$ cat config.mk
export PLATFORM = sky130hd
export DESIGN_NAME = control_unit_fsm_flat
export DESIGN_NICKNAME = d
export VERILOG_FILES = /design/src/rtl/control_unit_fsm_if.sv /design/src/rtl/control_unit_fsm.sv /design/src/flat_wrapper.sv
export SDC_FILE = /design/constraint.sdc
export NUM_CORES = 1
export LEC_CHECK = 0
export CORE_MARGIN = 2
export CORE_UTILIZATION = 45
export CTS_CLUSTER_SIZE = 14
export DETAILED_ROUTE_END_ITERATION = 10
export GPL_ROUTABILITY_DRIVEN = 0
export HOLD_SLACK_MARGIN = 0.12
export PLACE_DENSITY = 0.75
export SLEW_MARGIN = 10
export SYNTH_ARGS = -nofsm -noshare
export SYNTH_HDL_FRONTEND = slang
export SYNTH_SLANG_ARGS = --single-unit
$ cat constraint.sdc
create_clock -name clk -period 1.8 [get_ports clk]
set_clock_uncertainty 0.1 [all_clocks]
set_input_delay 0.18 -clock clk [delete_from_list [all_inputs] [get_ports clk]]
set_output_delay 0.18 -clock clk [all_outputs]
set_load 0.02 [all_outputs]
$ cat src/rtl/control_unit_fsm_if.sv
// rtl/control_unit_fsm_if.sv - decoder/datapath bundle for control_unit_fsm
// INSTR_COUNT_EN adds the instr_count field.
interface control_unit_fsm_if;
  logic        start;
  logic [3:0]  opcode;
  logic        addressing_mode;
  logic        zero_flag;
  logic        mem_ready;
  logic        ir_load;
  logic        imem_re;
  logic        pc_inc;
  logic        pc_load;
  logic        alu_en;
  logic [3:0]  alu_op;
  logic        reg_we;
  logic        dmem_re;
  logic        dmem_we;
  logic        halted;
  logic        mem_timeout;
  logic [2:0]  state_out;
`ifdef INSTR_COUNT_EN
  logic [15:0] instr_count;
`endif

  modport master (
    input  start, opcode, addressing_mode, zero_flag, mem_ready,
    output ir_load, imem_re, pc_inc, pc_load, alu_en, alu_op, reg_we,
           dmem_re, dmem_we, halted, mem_timeout, state_out
`ifdef INSTR_COUNT_EN
    , output instr_count
`endif
  );

  modport slave (
    output start, opcode, addressing_mode, zero_flag, mem_ready,
    input  ir_load, imem_re, pc_inc, pc_load, alu_en, alu_op, reg_we,
           dmem_re, dmem_we, halted, mem_timeout, state_out
`ifdef INSTR_COUNT_EN
    , input instr_count
`endif
  );
endinterface

$ cat src/rtl/control_unit_fsm.sv
// rtl/control_unit_fsm.sv - multi-cycle fetch/decode/execute sequencer for the 8-bit core
// Optional retired-instruction counter enabled by INSTR_COUNT_EN.
module control_unit_fsm #(
  parameter int MEM_WAIT_MAX     = 15,
  parameter bit RESET_STATE_IDLE = 1'b1
) (
  input  logic               clk,
  input  logic               rst,
  control_unit_fsm_if.master bus
);

  typedef enum logic [2:0] {
    S_IDLE   = 3'd0,
    S_FETCH  = 3'd1,
    S_DECODE = 3'd2,
    S_MEM_RD = 3'd3,
    S_EXEC   = 3'd4,
    S_MEM_WR = 3'd5,
    S_WB     = 3'd6,
    S_HALT   = 3'd7
  } state_t;

  localparam state_t     RST_STATE  = RESET_STATE_IDLE ? S_IDLE : S_FETCH;
  localparam logic [7:0] WAIT_LIMIT = 8'(MEM_WAIT_MAX - 1);

  localparam logic [3:0] OP_ALU_LAST = 4'hA;
  localparam logic [3:0] OP_LOAD     = 4'hB;
  localparam logic [3:0] OP_STORE    = 4'hC;
  localparam logic [3:0] OP_JUMP     = 4'hD;
  localparam logic [3:0] OP_BRANCH   = 4'hE;
  localparam logic [3:0] OP_HALT     = 4'hF;

  // MOVE (0) and the ALU ops (1-A) share the "ALU or move" class.
  function automatic logic is_alu_or_move(input logic [3:0] op);
    return op <= OP_ALU_LAST;
  endfunction

  function automatic logic is_unary(input logic [3:0] op);
    return (op == 4'h5) || (op == 4'h6) || (op == 4'h9);
  endfunction

  state_t     state, state_next;
  logic [3:0] op_q;
  logic       mode_q;
  logic [7:0] wait_cnt;
  logic       timeout_q;
  logic       mem_state;
  logic       timeout_hit;
  logic       ir_load, imem_re, pc_inc, pc_load, alu_en, reg_we;
  logic       dmem_re, dmem_we, halted;

  assign mem_state   = (state == S_MEM_RD) || (state == S_MEM_WR);
  assign timeout_hit = mem_state && !bus.mem_ready && (wait_cnt == WAIT_LIMIT);

  always_ff @(posedge clk or posedge rst) begin
    if (rst) begin
      state     <= RST_STATE;
      op_q      <= 4'd0;
      mode_q    <= 1'b0;
      wait_cnt  <= 8'd0;
      timeout_q <= 1'b0;
    end else begin
      state <= state_next;
      if (state == S_DECODE) begin
        op_q   <= bus.opcode;
        mode_q <= bus.addressing_mode;
      end
      if (state_next != state)
        wait_cnt <= 8'd0;
      else if (mem_state && !bus.mem_ready)
        wait_cnt <= wait_cnt + 8'd1;
      if (timeout_hit)
        timeout_q <= 1'b1;
    end
  end

  always_comb begin
    state_next = state;
    ir_load    = 1'b0;
    imem_re    = 1'b0;
    pc_inc     = 1'b0;
    pc_load    = 1'b0;
    alu_en     = 1'b0;
    reg_we     = 1'b0;
    dmem_re    = 1'b0;
    dmem_we    = 1'b0;
    halted     = 1'b0;
    case (state)
      S_IDLE: begin
        if (bus.start)
          state_next = S_FETCH;
      end
      S_FETCH: begin
        imem_re    = 1'b1;
        ir_load    = 1'b1;
        state_next = S_DECODE;
      end
      S_DECODE: begin
        case (bus.opcode)
          OP_HALT:             state_next = S_HALT;
          OP_JUMP, OP_BRANCH:  state_next = S_EXEC;
          OP_LOAD:             state_next = S_MEM_RD;
          default: begin
            if (is_alu_or_move(bus.opcode) && bus.addressing_mode)
              state_next = S_MEM_RD;
            else
              state_next = S_EXEC;
          end
        endcase
      end
      S_MEM_RD: begin
        dmem_re = 1'b1;
        if (bus.mem_ready)
          state_next = (op_q == OP_LOAD) ? S_WB : S_EXEC;
        else if (timeout_hit)
          state_next = S_HALT;
      end
      S_EXEC: begin
        alu_en = is_alu_or_move(op_q);
        if (op_q == OP_JUMP) begin
          pc_load    = 1'b1;
          state_next = S_FETCH;
        end else if (op_q == OP_BRANCH) begin
          pc_load    = bus.zero_flag;
          pc_inc     = !bus.zero_flag;
          state_next = S_FETCH;
        end else if ((op_q == OP_STORE) || (is_unary(op_q) && mode_q)) begin
          state_next = S_MEM_WR;
        end else begin
          state_next = S_WB;
        end
      end
      S_MEM_WR: begin
        dmem_we = 1'b1;
        if (bus.mem_ready)
          state_next = S_WB;
        else if (timeout_hit)
          state_next = S_HALT;
      end
      S_WB: begin
        pc_inc     = 1'b1;
        reg_we     = !((op_q == OP_STORE) || (is_unary(op_q) && mode_q));
        state_next = S_FETCH;
      end
      S_HALT: begin
        halted = 1'b1;
      end
      default: state_next = RST_STATE;
    endcase
  end

`ifdef INSTR_COUNT_EN
  logic [15:0] instr_cnt_q;

  // An instruction retires on leaving WB, or in EXEC for jump/branch.
  always_ff @(posedge clk or posedge rst) begin
    if (rst)
      instr_cnt_q <= 16'd0;
    else if ((state == S_WB) ||
             ((state == S_EXEC) && ((op_q == OP_JUMP) || (op_q == OP_BRANCH))))
      instr_cnt_q <= instr_cnt_q + 16'd1;
  end

  assign bus.instr_count = instr_cnt_q;
`endif

  assign bus.ir_load     = ir_load;
  assign bus.imem_re     = imem_re;
  assign bus.pc_inc      = pc_inc;
  assign bus.pc_load     = pc_load;
  assign bus.alu_en      = alu_en;
  assign bus.alu_op      = op_q;
  assign bus.reg_we      = reg_we;
  assign bus.dmem_re     = dmem_re;
  assign bus.dmem_we     = dmem_we;
  assign bus.halted      = halted;
  assign bus.mem_timeout = timeout_q;
  assign bus.state_out   = state;

endmodule

$ cat src/flat_wrapper.sv
// flat-port wrapper written by rule: the top's interface ports become plain ports
module control_unit_fsm_flat 
#(
  parameter int MEM_WAIT_MAX     = 15,
  parameter bit RESET_STATE_IDLE = 1'b1
)
  (clk, rst, bus_start, bus_opcode, bus_addressing_mode, bus_zero_flag, bus_mem_ready, bus_ir_load, bus_imem_re, bus_pc_inc, bus_pc_load, bus_alu_en, bus_alu_op, bus_reg_we, bus_dmem_re, bus_dmem_we, bus_halted, bus_mem_timeout, bus_state_out);
  control_unit_fsm_if bus_i ();
  input  logic clk;
  input  logic rst;
  input wire logic [$bits(bus_i.start)-1:0] bus_start;
  input wire logic [$bits(bus_i.opcode)-1:0] bus_opcode;
  input wire logic [$bits(bus_i.addressing_mode)-1:0] bus_addressing_mode;
  input wire logic [$bits(bus_i.zero_flag)-1:0] bus_zero_flag;
  input wire logic [$bits(bus_i.mem_ready)-1:0] bus_mem_ready;
  output wire logic [$bits(bus_i.ir_load)-1:0] bus_ir_load;
  output wire logic [$bits(bus_i.imem_re)-1:0] bus_imem_re;
  output wire logic [$bits(bus_i.pc_inc)-1:0] bus_pc_inc;
  output wire logic [$bits(bus_i.pc_load)-1:0] bus_pc_load;
  output wire logic [$bits(bus_i.alu_en)-1:0] bus_alu_en;
  output wire logic [$bits(bus_i.alu_op)-1:0] bus_alu_op;
  output wire logic [$bits(bus_i.reg_we)-1:0] bus_reg_we;
  output wire logic [$bits(bus_i.dmem_re)-1:0] bus_dmem_re;
  output wire logic [$bits(bus_i.dmem_we)-1:0] bus_dmem_we;
  output wire logic [$bits(bus_i.halted)-1:0] bus_halted;
  output wire logic [$bits(bus_i.mem_timeout)-1:0] bus_mem_timeout;
  output wire logic [$bits(bus_i.state_out)-1:0] bus_state_out;
  assign bus_i.start = bus_start;
  assign bus_i.opcode = bus_opcode;
  assign bus_i.addressing_mode = bus_addressing_mode;
  assign bus_i.zero_flag = bus_zero_flag;
  assign bus_i.mem_ready = bus_mem_ready;
  assign bus_ir_load = bus_i.ir_load;
  assign bus_imem_re = bus_i.imem_re;
  assign bus_pc_inc = bus_i.pc_inc;
  assign bus_pc_load = bus_i.pc_load;
  assign bus_alu_en = bus_i.alu_en;
  assign bus_alu_op = bus_i.alu_op;
  assign bus_reg_we = bus_i.reg_we;
  assign bus_dmem_re = bus_i.dmem_re;
  assign bus_dmem_we = bus_i.dmem_we;
  assign bus_halted = bus_i.halted;
  assign bus_mem_timeout = bus_i.mem_timeout;
  assign bus_state_out = bus_i.state_out;
  control_unit_fsm #(.MEM_WAIT_MAX(MEM_WAIT_MAX), .RESET_STATE_IDLE(RESET_STATE_IDLE)) u_core (.clk(clk), .rst(rst), .bus(bus_i));
endmodule
# Word level (Yosys, flattened, before mapping)
# Index checks and enable logic that the tools add are counted.
# totals
output_inout_bits,17
input_bits,10
register_bits,17
word_cells,67
# classes
eq_ne,20
n_mux,25
order_cmp,2
addsub,1
reduce_logical,14
# ops
operator,count
equality test 4 bit (second input constant),9
2-to-1 mux 3 bit,7
case mux 3 bit (7 select lines),1
2-to-1 mux 8 bit,2
equality test 3 bit (second input constant),4
2-to-1 mux 1 bit,11
case mux 3 bit (3 select lines),1
adder 8 x 1 -> 8 bit (second input constant),1
equality test 4 x 3 -> 1 bit (second input constant),2
equality test 8 x 4 -> 1 bit (second input constant),1
<= comparator 4 bit (second input constant),2
equality test 3 x 2 -> 1 bit (second input constant),2
logical AND 1 bit,4
logical OR 1 bit,4
2-to-1 mux 2 bit,2
equality test 3 x 1 -> 1 bit (second input constant),1
zero test 1 bit,3
zero test 3 bit,1
inequality test 3 bit,1
case mux 1 bit (2 select lines),1
nonzero test 2 bit,1
OR reduction 2 bit,1

# Logic depth before layout (Yosys ltp)
# Gate-level depths: netlist (run 1).
# depth
word_depth,11
mapped_depth,7
ltp_nobuf,6

# Worst setup path after synthesis (run 1)
# Ideal clock, no wire load.
# synth_path
path_kind,register to register
start,register u_core.state[1] (netlist: u_core.bus.state_out[1])
end,register u_core.wait_cnt[1]
path_stages_with_launch,6
path_slack_ps,-117
period_less_slack_ps,1917
arrival_ps,1687
n_path_buf,2
cell_sequence,dfrtp_1 -> buf_6 -> buf_2 -> nor3_1 -> nand3b_2 -> a2111oi_2
# synth_via
elab_chain_len,9
word_cells_on_any_way,18
# synth_rtl
item,line,rtl
"start, declared",control_unit_fsm.sv:42,"state_t state, state_next;"
"start signal, assigned",control_unit_fsm.sv:63,state <= state_next;
equality test 3 x 2 -> 1 bit or equality test 3 bit (tied branches),"control_unit_fsm.sv:52, control_unit_fsm.sv:88",
logical OR 1 bit,control_unit_fsm.sv:52,assign mem_state = (state == S_MEM_RD) || (state == S_MEM_WR);
logical AND 1 bit,"control_unit_fsm.sv:53, control_unit_fsm.sv:70",
logical AND 1 bit,control_unit_fsm.sv:53,assign timeout_hit = mem_state && !bus.mem_ready && (wait_cnt == WAIT_LIMIT);
2-to-1 mux 3 bit,"control_unit_fsm.sv:115, control_unit_fsm.sv:137",
"2-to-1 mux 3 bit, on equally long branches","control_unit_fsm.sv:135, control_unit_fsm.sv:113",
case mux 3 bit (7 select lines),control_unit_fsm.sv:88,case (state)
inequality test 3 bit,control_unit_fsm.sv:68,if (state_next != state)
2-to-1 mux 8 bit or nonzero test 2 bit (tied branches),n/a,
"end signal, assigned",control_unit_fsm.sv:71,wait_cnt <= wait_cnt + 8'd1;
"end, declared",control_unit_fsm.sv:45,logic [7:0] wait_cnt;
# Parallel ways exist; a longest one is shown, timed or not.
# A chain may end at the register's enable or synchronous reset.

# Worst setup path in the final report (run 1)
# layout_path
start,register u_core.wait_cnt[4]
end,register u_core.wait_cnt[6]
# layout_via
elab_chain_len,7
word_cells_on_any_way,11
# layout_rtl
item,line
equality test 8 x 4 -> 1 bit,control_unit_fsm.sv:53
logical AND 1 bit,control_unit_fsm.sv:53
2-to-1 mux 3 bit,"control_unit_fsm.sv:115, control_unit_fsm.sv:137"
"2-to-1 mux 3 bit, on equally long branches","control_unit_fsm.sv:135, control_unit_fsm.sv:113"
case mux 3 bit (7 select lines),control_unit_fsm.sv:88
inequality test 3 bit,control_unit_fsm.sv:68
2-to-1 mux 8 bit or nonzero test 2 bit (tied branches),n/a
# Parallel ways exist; a longest one is shown, timed or not. The select of a mux whose other input is x is not followed.

==> out/summary.md, run 1 <==
* finished with violations — result of the run
* setup timing — violated checks
* 0.31 ns — clock latency reported for the late side of the worst-skew pair
* register — critical path capture point type
* 1650 nW/um2 — Power Dens Cells
* 2 — maximum number of buffers from clock root to sink
* 35.0% — sequential area share after synthesis
* 49 — DR iter-0 viols
* 0 — count of flip-flops with a built-in enable after synthesis
* 8 — top fanout value on the critical path
* -0.0735 ns — Worst Setup Slack, final
* 1.90 ns — required time of the critical path
* 74.5% — final core occ
* 4 — number of detailed-routing iterations run before antenna repair
* 7.2% — clock power share
* 1.70 mW — internal power contribution
* 0 — number of warnings issued by yosys
* 100% — fraction of synthesis flops using an asynchronous set or reset pin
* sky130_fd_sc_hd__dfrtp_1 — highest-delay cell along the critical path
* 80.9% — Worst slew margin
* 0 — n_diodes
* 5.78 mm — wire length of the first global-routing pass
* 0 — DRC errors left
* 213 — number of placed instances, taps included
* 135 — Syn Inst Count
* 23.2% — GRT Overall Usage
* 3 — Num CTS Buffers
* 18 — pin count of the biggest net entering global routing
* 0 — count of nets left with antenna violations after detail routing
* 0.534 GHz — upper clock frequency limit
* 0.43 ns — delay of the slowest cell on the worst path
* 1.98 ns — WP data arrival
* 208 — Layout Nets
* 0 — final count of pins violating max slew
* 54.5% — area growth from synthesis to final layout
* 147 — post-synthesis net count
* sky130_fd_sc_hd__dfrtp_1 — top_reg_cell synth
* 0.879 nW — static power due to leakage
* nor4_2 -> buf_4 -> a31oi_1 -> o221ai_1 -> o21a_2 -> buf_4 -> nor3_2 — sequence of cells on the critical path
* reg2reg — classification of the worst setup path
* yes — setup repair after global routing missed its margin
* 44.1% — fraction of final layout cells sized beyond drive strength 1
* 0 — initial antenna violation count
* 5.85 — post-detailed-route via-to-cell ratio
* 0 — endpoints failing hold
* 104% — final worst path period share
* 173 — fill count
* 1,316 — vias after detailed routing
* 17 — post-synthesis register bit count
* 21.5% — fraction of power consumed by sequential logic
* 71.3% — Comb power frac
* compound AO/OA/AOI/OAI gates — dominant delay contributor by cell family on the critical path
* 0.284 ns — transition time of the tightest slew-check pin
* 1.87 ns — minimum clock period
* 47 — post-synthesis cell type count
* 2 — number of buffer and inverter instances along the worst setup path
* 1220 um2 — Mapped Area
* 4 — number of setup violations in the final report
* 3.73 mm — total routed wirelength
* -0.190 ns — worst slack, placed
* 48.2% — initial cell density of the core
* 1.23 mV — maximum VDD drop
* yes — clock tree from TritonCTS
* register — kind of launch point of the worst setup path
* 2.49 mm — HPWL Detailed
* 1.41 mW — switching component of the power
* 9.01 um2 — mean post-synth cell area
* reg2reg — kind of path behind the tightest hold check
* 56.0 um — die extent in x
* 18 — Std-Cell Rows
* 27 — IO Count
* 45.4% — switching power as a share of total power
* 0.11 ns — clock-pin slew on the worst setup and hold paths
* sky130_fd_sc_hd__buf_4 — Most common cell on crit path
* 0 — count of maximum capacitance violations
* 1 — CTS H-tree lvls
* 0 — GRT Residual Overflow
* 56.0 um — Die H
* 3130 um2 — Total Die Area
* sky130_fd_sc_hd__clkbuf_4 — clock root buffer
* 2520 um2 — Core Footprint
* 1,287 — number of global-route vias before repair
* 17 — total number of clock tree sinks
* 225 — Finished Layout Cells
* 16.6 um — routed len/inst
* 26 — IO buf count
final timing paths:
path / start / end / slack, ns / cells past startpoint
worst max register to register: u_core.wait_cnt[4] / u_core.wait_cnt[6] / -0.07 / 7
worst max-delay path: u_core.wait_cnt[4] / u_core.wait_cnt[6] / -0.07 / 7
worst min-delay path: u_core.bus.mem_timeout / u_core.bus.mem_timeout / 0.37 / 1
min in group asynchronous: rst / u_core.mode_q / 0.63 / 4
max in group asynchronous: rst / u_core.bus.alu_op[2] / 0.76 / 4
worst min register to register: u_core.bus.mem_timeout / u_core.bus.mem_timeout / 0.37 / 1
layout make-up:
cell class	count	area, um2	area share, %
clock buffer	3	22.5	1.20
multi-input combinational	105	815	43.3
inverter	4	15.0	0.799
timing repair buffer	65	552	29.4
sequential	17	433	23.0
tap	30	37.5	2.00
clock inverter	1	5.00	0.266
registers in the layout (all words and copies together), names as in the netlist:
register                flops
u_core.wait_cnt             8
u_core.bus.alu_op           4
u_core.bus.state_out        3
u_core.bus.mem_timeout      1
u_core.mode_q               1
logic make-up (layout without fill, tap and decap cells):
family | after synthesis | in the layout | share of synthesized area (%)
flops | 17 | 17 | 35.0
fa+ha+maj | 2 | 2 | 2.06
mux | 7 | 7 | 6.38
compound gates | 27 | 27 | 16.7
simple gates | 60 | 60 | 27.3
buf+inv | 13 | 73 | 6.17
xor+xnor | 9 | 9 | 6.48
what timing repair did:
action	CTS	global route
gates cloned	0	0
resized for setup	32	31
hold buffers	1	0
setup buffers	2	5
hold endpoints to repair	17	0
setup endpoints to repair	22	23
pin swaps	0	12
per-stage QoR:
step	TNS (ns)	power, mW	area [um2]	hold slack [ns]
floorplan	0	1.76	1220	0.00600
detailed placement	-1.86	2.55	1710	0.351
CTS	-0.0159	2.85	1790	0.377
global route	-0.915	3.30	1880	0.407
finish	-0.162	3.11	1880	0.373
global placement	-1.05	2.51	1710	0.339
cell usage after synthesis (3+ instances only):
library cell,n,area share (%)
sky130_fd_sc_hd__a21oi_1,4,1.6
sky130_fd_sc_hd__a31oi_1,3,1.5
sky130_fd_sc_hd__and3_1,4,2.1
sky130_fd_sc_hd__buf_2,6,2.5
sky130_fd_sc_hd__dfrtp_1,17,35
sky130_fd_sc_hd__mux2_2,6,5.6
sky130_fd_sc_hd__nand2_1,11,3.4
sky130_fd_sc_hd__nand2b_1,3,1.5
sky130_fd_sc_hd__nand3_1,3,1.2
sky130_fd_sc_hd__nand4_1,3,1.5
sky130_fd_sc_hd__nor2_1,9,2.8
sky130_fd_sc_hd__nor3_1,11,4.5
sky130_fd_sc_hd__o21a_1,3,1.9
sky130_fd_sc_hd__o21ai_0,3,1.2
sky130_fd_sc_hd__xnor2_1,3,2.2
sky130_fd_sc_hd__xor2_1,6,4.3
per-layer routing:
metal / GRT usage, % / wire length [um]
met4: 9.18 / 76
met3: 3.95 / 233
met2: 40.2 / 1860
met5: 0 / 0
met1: 28.5 / 1560
placed cells by master, fill, tap and decap left out, types with 3 or more instances in the layout:
cell type                          n
sky130_fd_sc_hd__nor2_1            9
sky130_fd_sc_hd__a21oi_1           4
sky130_fd_sc_hd__nand2b_1          3
sky130_fd_sc_hd__nand3_1           3
sky130_fd_sc_hd__clkdlybuf4s50_1  13
sky130_fd_sc_hd__dlymetal6s2s_1    4
sky130_fd_sc_hd__and3_1            4
sky130_fd_sc_hd__nor3_1            4
sky130_fd_sc_hd__nor3_2            7
sky130_fd_sc_hd__clkbuf_4          3
sky130_fd_sc_hd__nand4_1           3
sky130_fd_sc_hd__buf_4            36
sky130_fd_sc_hd__xnor2_1           3
sky130_fd_sc_hd__o21ai_0           3
sky130_fd_sc_hd__xor2_1            5
sky130_fd_sc_hd__nand2_1           9
sky130_fd_sc_hd__clkbuf_2          3
sky130_fd_sc_hd__dfrtp_2           6
sky130_fd_sc_hd__buf_2             3
sky130_fd_sc_hd__dfrtp_1          11
sky130_fd_sc_hd__mux2_2            6
power groups by stage:
stage	sequential (mW)	clock [mW]	combinational (mW)
floorplan	0.678	0	1.08
global placement	0.645	0	1.86
detailed placement	0.653	0	1.90
CTS	0.654	0.218	1.97
global route	0.682	0.242	2.37
finish	0.667	0.225	2.22
(Power assumes the default switching activity.)
==> run 2, diff against run 1 <==
- CORE_UTILIZATION: 45 -> 30
- PLACE_DENSITY: 0.75 -> unset
==> run 2 against run 1 <==
  * The flow still finishes with violations (setup timing)
  * Sequential share of layout area shrank 1.0 points
  * Non-clock buffer count grew 1
  * Critical path depth shrank 1
  * Power grew 5.0%
  * Sequential cell count is the same
  * Register-to-register slack gained 0.04 ns
  * Worst hold slack lost 0.015 ns
  * Cell count grew 9.3%
  * Wire length shrank 1.1%
  * Clock power grew 32%
==> out/summary.md, run 2 (synthesis gave the netlist of run 1 again) <==
* 1 — number of setup violations in the final report, -3
* 102% — final worst path period share, -2.2 points
* finished with violations — result of the run
* 1 — number of buffer and inverter instances along the worst setup path, -1
* u_core.wait_cnt — Reg with most FFs
* 209 — Layout Nets, +0.48%
* reg2reg — kind of path behind the tightest hold check
* buf_6 -> a21o_1 -> a21oi_2 -> o211ai_1 -> o21a_2 -> a2111oi_4 — sequence of cells on the critical path
* 67.7 um — die extent in x, +21%
* 0 — GRT Residual Overflow, unchanged
* 1 — CTS H-tree lvls, unchanged
* 3.69 mm — total routed wirelength, -1.1%
* setup timing — violated checks
* yes — clock tree from TritonCTS
* 4 — number of detailed-routing iterations run before antenna repair, unchanged
* 83 — DR iter-0 viols, +69%
* 0 — final count of pins violating max slew, unchanged
* -0.03 ns — register-to-register setup slack, +0.04 ns
* 6 — depth of the worst register-to-register path, -1
* 0 — count of maximum capacitance violations, unchanged
* 41.3% — fraction of final layout cells sized beyond drive strength 1, -2.8 points
* 26 — IO buf count, unchanged
* sky130_fd_sc_hd__clkbuf_8 — clock root buffer
* u_core.bus.state_out[2] — Reg2Reg Launch Point
* 0.26 ns — clock latency reported for the late side of the worst-skew pair, -0.05 ns
* 75.2% — Worst slew margin, -5.7 points
* 8 — top fanout value on the critical path, unchanged
* 0 — count of nets left with antenna violations after detail routing, unchanged
* 67.7 um — Die H, +21%
* sky130_fd_sc_hd__buf_4, sky130_fd_sc_hd__clkdlybuf4s50_1, sky130_fd_sc_hd__dfrtp_1 — most frequent cells in the layout
* 2.80 mm — HPWL Detailed, +13%
* 3 — Num CTS Buffers, unchanged
* 17.0% — GRT Overall Usage, -6.2 points
* register — critical path capture point type
* register — kind of launch point of the worst setup path
* 1,270 — number of global-route vias before repair, -1.3%
* 0.864 nW — static power due to leakage, -1.7%
* sky130_fd_sc_hd__buf_4 — most frequent standard cell in the layout excluding fill and tap cells
* 238 — number of placed instances, taps included, +12%
* 17 — total number of clock tree sinks, unchanged
* 0.371 ns — transition time of the tightest slew-check pin, +0.0871 ns
* 27 — IO Count, unchanged
* -0.0347 ns — Worst Setup Slack, final, +0.0388 ns
* 1.89 ns — WP data arrival, -0.09 ns
* 1.83 ns — minimum clock period, -0.0388 ns
* compound AO/OA/AOI/OAI gates — dominant delay contributor by cell family on the critical path
* u_core.wait_cnt[1] — r2r endpoint
* yes — setup repair after global routing missed its margin
* u_core.bus.mem_timeout — hold endpoint
* 3.27 mW — power consumption, +5.0%
* reg2reg — classification of the worst setup path
* 8 — max FFs per register, unchanged
* 3940 um2 — Core Footprint, +56%
* 10 — pin count of the biggest net entering global routing, -8
* 0.07 ns — clock-pin slew on the worst setup and hold paths, -0.04 ns
* 246 — Finished Layout Cells, +9.3%
* 0.545 GHz — upper clock frequency limit, +2.1%
* 5.24 — post-detailed-route via-to-cell ratio, -10%
* 1.86 ns — required time of the critical path, -0.04 ns
* 358 — fill count, +110%
* 0.654 mV — maximum VDD drop, -47%
* -0.167 ns — worst slack, placed, +0.0230 ns
* 2 — maximum number of buffers from clock root to sink, unchanged
* 1960 um2 — final non-filler cell area, +4.1%
* 1,290 — vias after detailed routing, -2.0%
* 15.0 um — routed len/inst, -9.6%
* 60.8% — area growth from synthesis to final layout
* 4580 um2 — Total Die Area, +46%
* sky130_fd_sc_hd__dfrtp_2 — highest-delay cell along the critical path
* 23 — Std-Cell Rows, +5
* 5.76 mm — wire length of the first global-routing pass, -0.24%
* 0 — n_diodes, unchanged
* 1770 um2 — Post-DP Area, +3.7%
* 0 — initial antenna violation count, unchanged
* 1670 nW/um2 — Power Dens Cells, +0.89%
* 0.48 ns — delay of the slowest cell on the worst path, +0.05 ns
* u_core.bus.mem_timeout — critical hold path startpoint
* 0 — endpoints failing hold, unchanged
* -0.0347 ns — final sum of negative setup slack, +0.128 ns
* 0 — DRC errors left, unchanged
* 30.8% — initial cell density of the core, -17 points
* 1 — depth of the worst hold-timing path, unchanged
-- run 2: cell types whose count changed in the layout (fill, tap and decap cells not counted), moves of 2 or more --
| cell | delta |
|---|---|
| sky130_fd_sc_hd__buf_4 | -4 |
| sky130_fd_sc_hd__buf_6 | +4 |
| sky130_fd_sc_hd__clkdlybuf4s50_1 | +4 |
| sky130_fd_sc_hd__dlymetal6s2s_1 | -4 |
| sky130_fd_sc_hd__clkbuf_4 | -3 |
| sky130_fd_sc_hd__clkbuf_8 | +3 |
| sky130_fd_sc_hd__dfrtp_1 | +2 |
| sky130_fd_sc_hd__dfrtp_2 | -2 |
| sky130_fd_sc_hd__nor3_1 | +2 |
| sky130_fd_sc_hd__nor3_2 | -2 |
-- run 2: layout make-up --
class / count / area, um2 / area share, %
Timing Repair Buffer: 66 / 576 / 29.4
Multi-Input combinational cell: 105 / 827 / 42.3
Clock buffer: 4 / 45.0 / 2.30
Inverter: 4 / 15.0 / 0.768
Tap cell: 50 / 62.6 / 3.20
Sequential cell: 17 / 430 / 22.0
-- run 2: worst max-delay path by stage --
stage | from | endpoint | slack, ns | cells after the start
2_1_floorplan | u_core.bus.state_out[1] | u_core.bus.state_out[1] | 0.002 | 7
3_3_place_gp | bus_opcode[0] | u_core.bus.state_out[1] | -0.12 | 7
3_5_place_dp | bus_opcode[3] | u_core.wait_cnt[1] | -0.17 | 7
4_1_cts | u_core.bus.alu_op[0] | bus_reg_we | 0.003 | 6
5_1_grt | u_core.bus.state_out[2] | u_core.wait_cnt[1] | -0.09 | 6
6_report | u_core.bus.state_out[2] | u_core.wait_cnt[1] | -0.03 | 6
-- run 2: report_power, final --
part | switching, mW | internal [mW] | leakage, nW
registers | 0.145 | 0.499 | 0.217
logic | 1.16 | 1.16 | 0.625
clock network | 0.139 | 0.158 | 0.0228
total | 1.44 | 1.82 | 0.864
-- run 2: routing by layer --
| metal | track usage, % | up-vias | share of wire [%] |
|---|---|---|---|
| li1 | - | 612 | - |
| met4 | 8.93 | 0 | 2.5 |
| met1 | 21.0 | 633 | 44 |
| met3 | 1.67 | 10 | 3.6 |
| met2 | 28.9 | 35 | 50 |
| met5 | 0 | - | 0 |
-- run 2: through the flow --
stage | hold slack, ns | utilization (%)
floorplan | 0.00600 | -
global placement | 0.344 | 44.8
detailed placement | 0.353 | 44.8
CTS | 0.369 | 46.3
global route | 0.390 | 49.6
finish | 0.358 | 49.6
-- run 2: repair_timing --
item	in CTS	in global routing
endpoints found under the hold margin	8	0
buffers inserted	0	3
pin swaps	1	7
resized for setup	20	34
setup endpoints to repair	19	16
hold buffers	1	0
==> run 3, diff against run 2 <==
- ABC_CLOCK_PERIOD_IN_PS: unset -> 1800
==> results of run 3 <==
Final layout, timing and power as in run 2 (identical DEF).
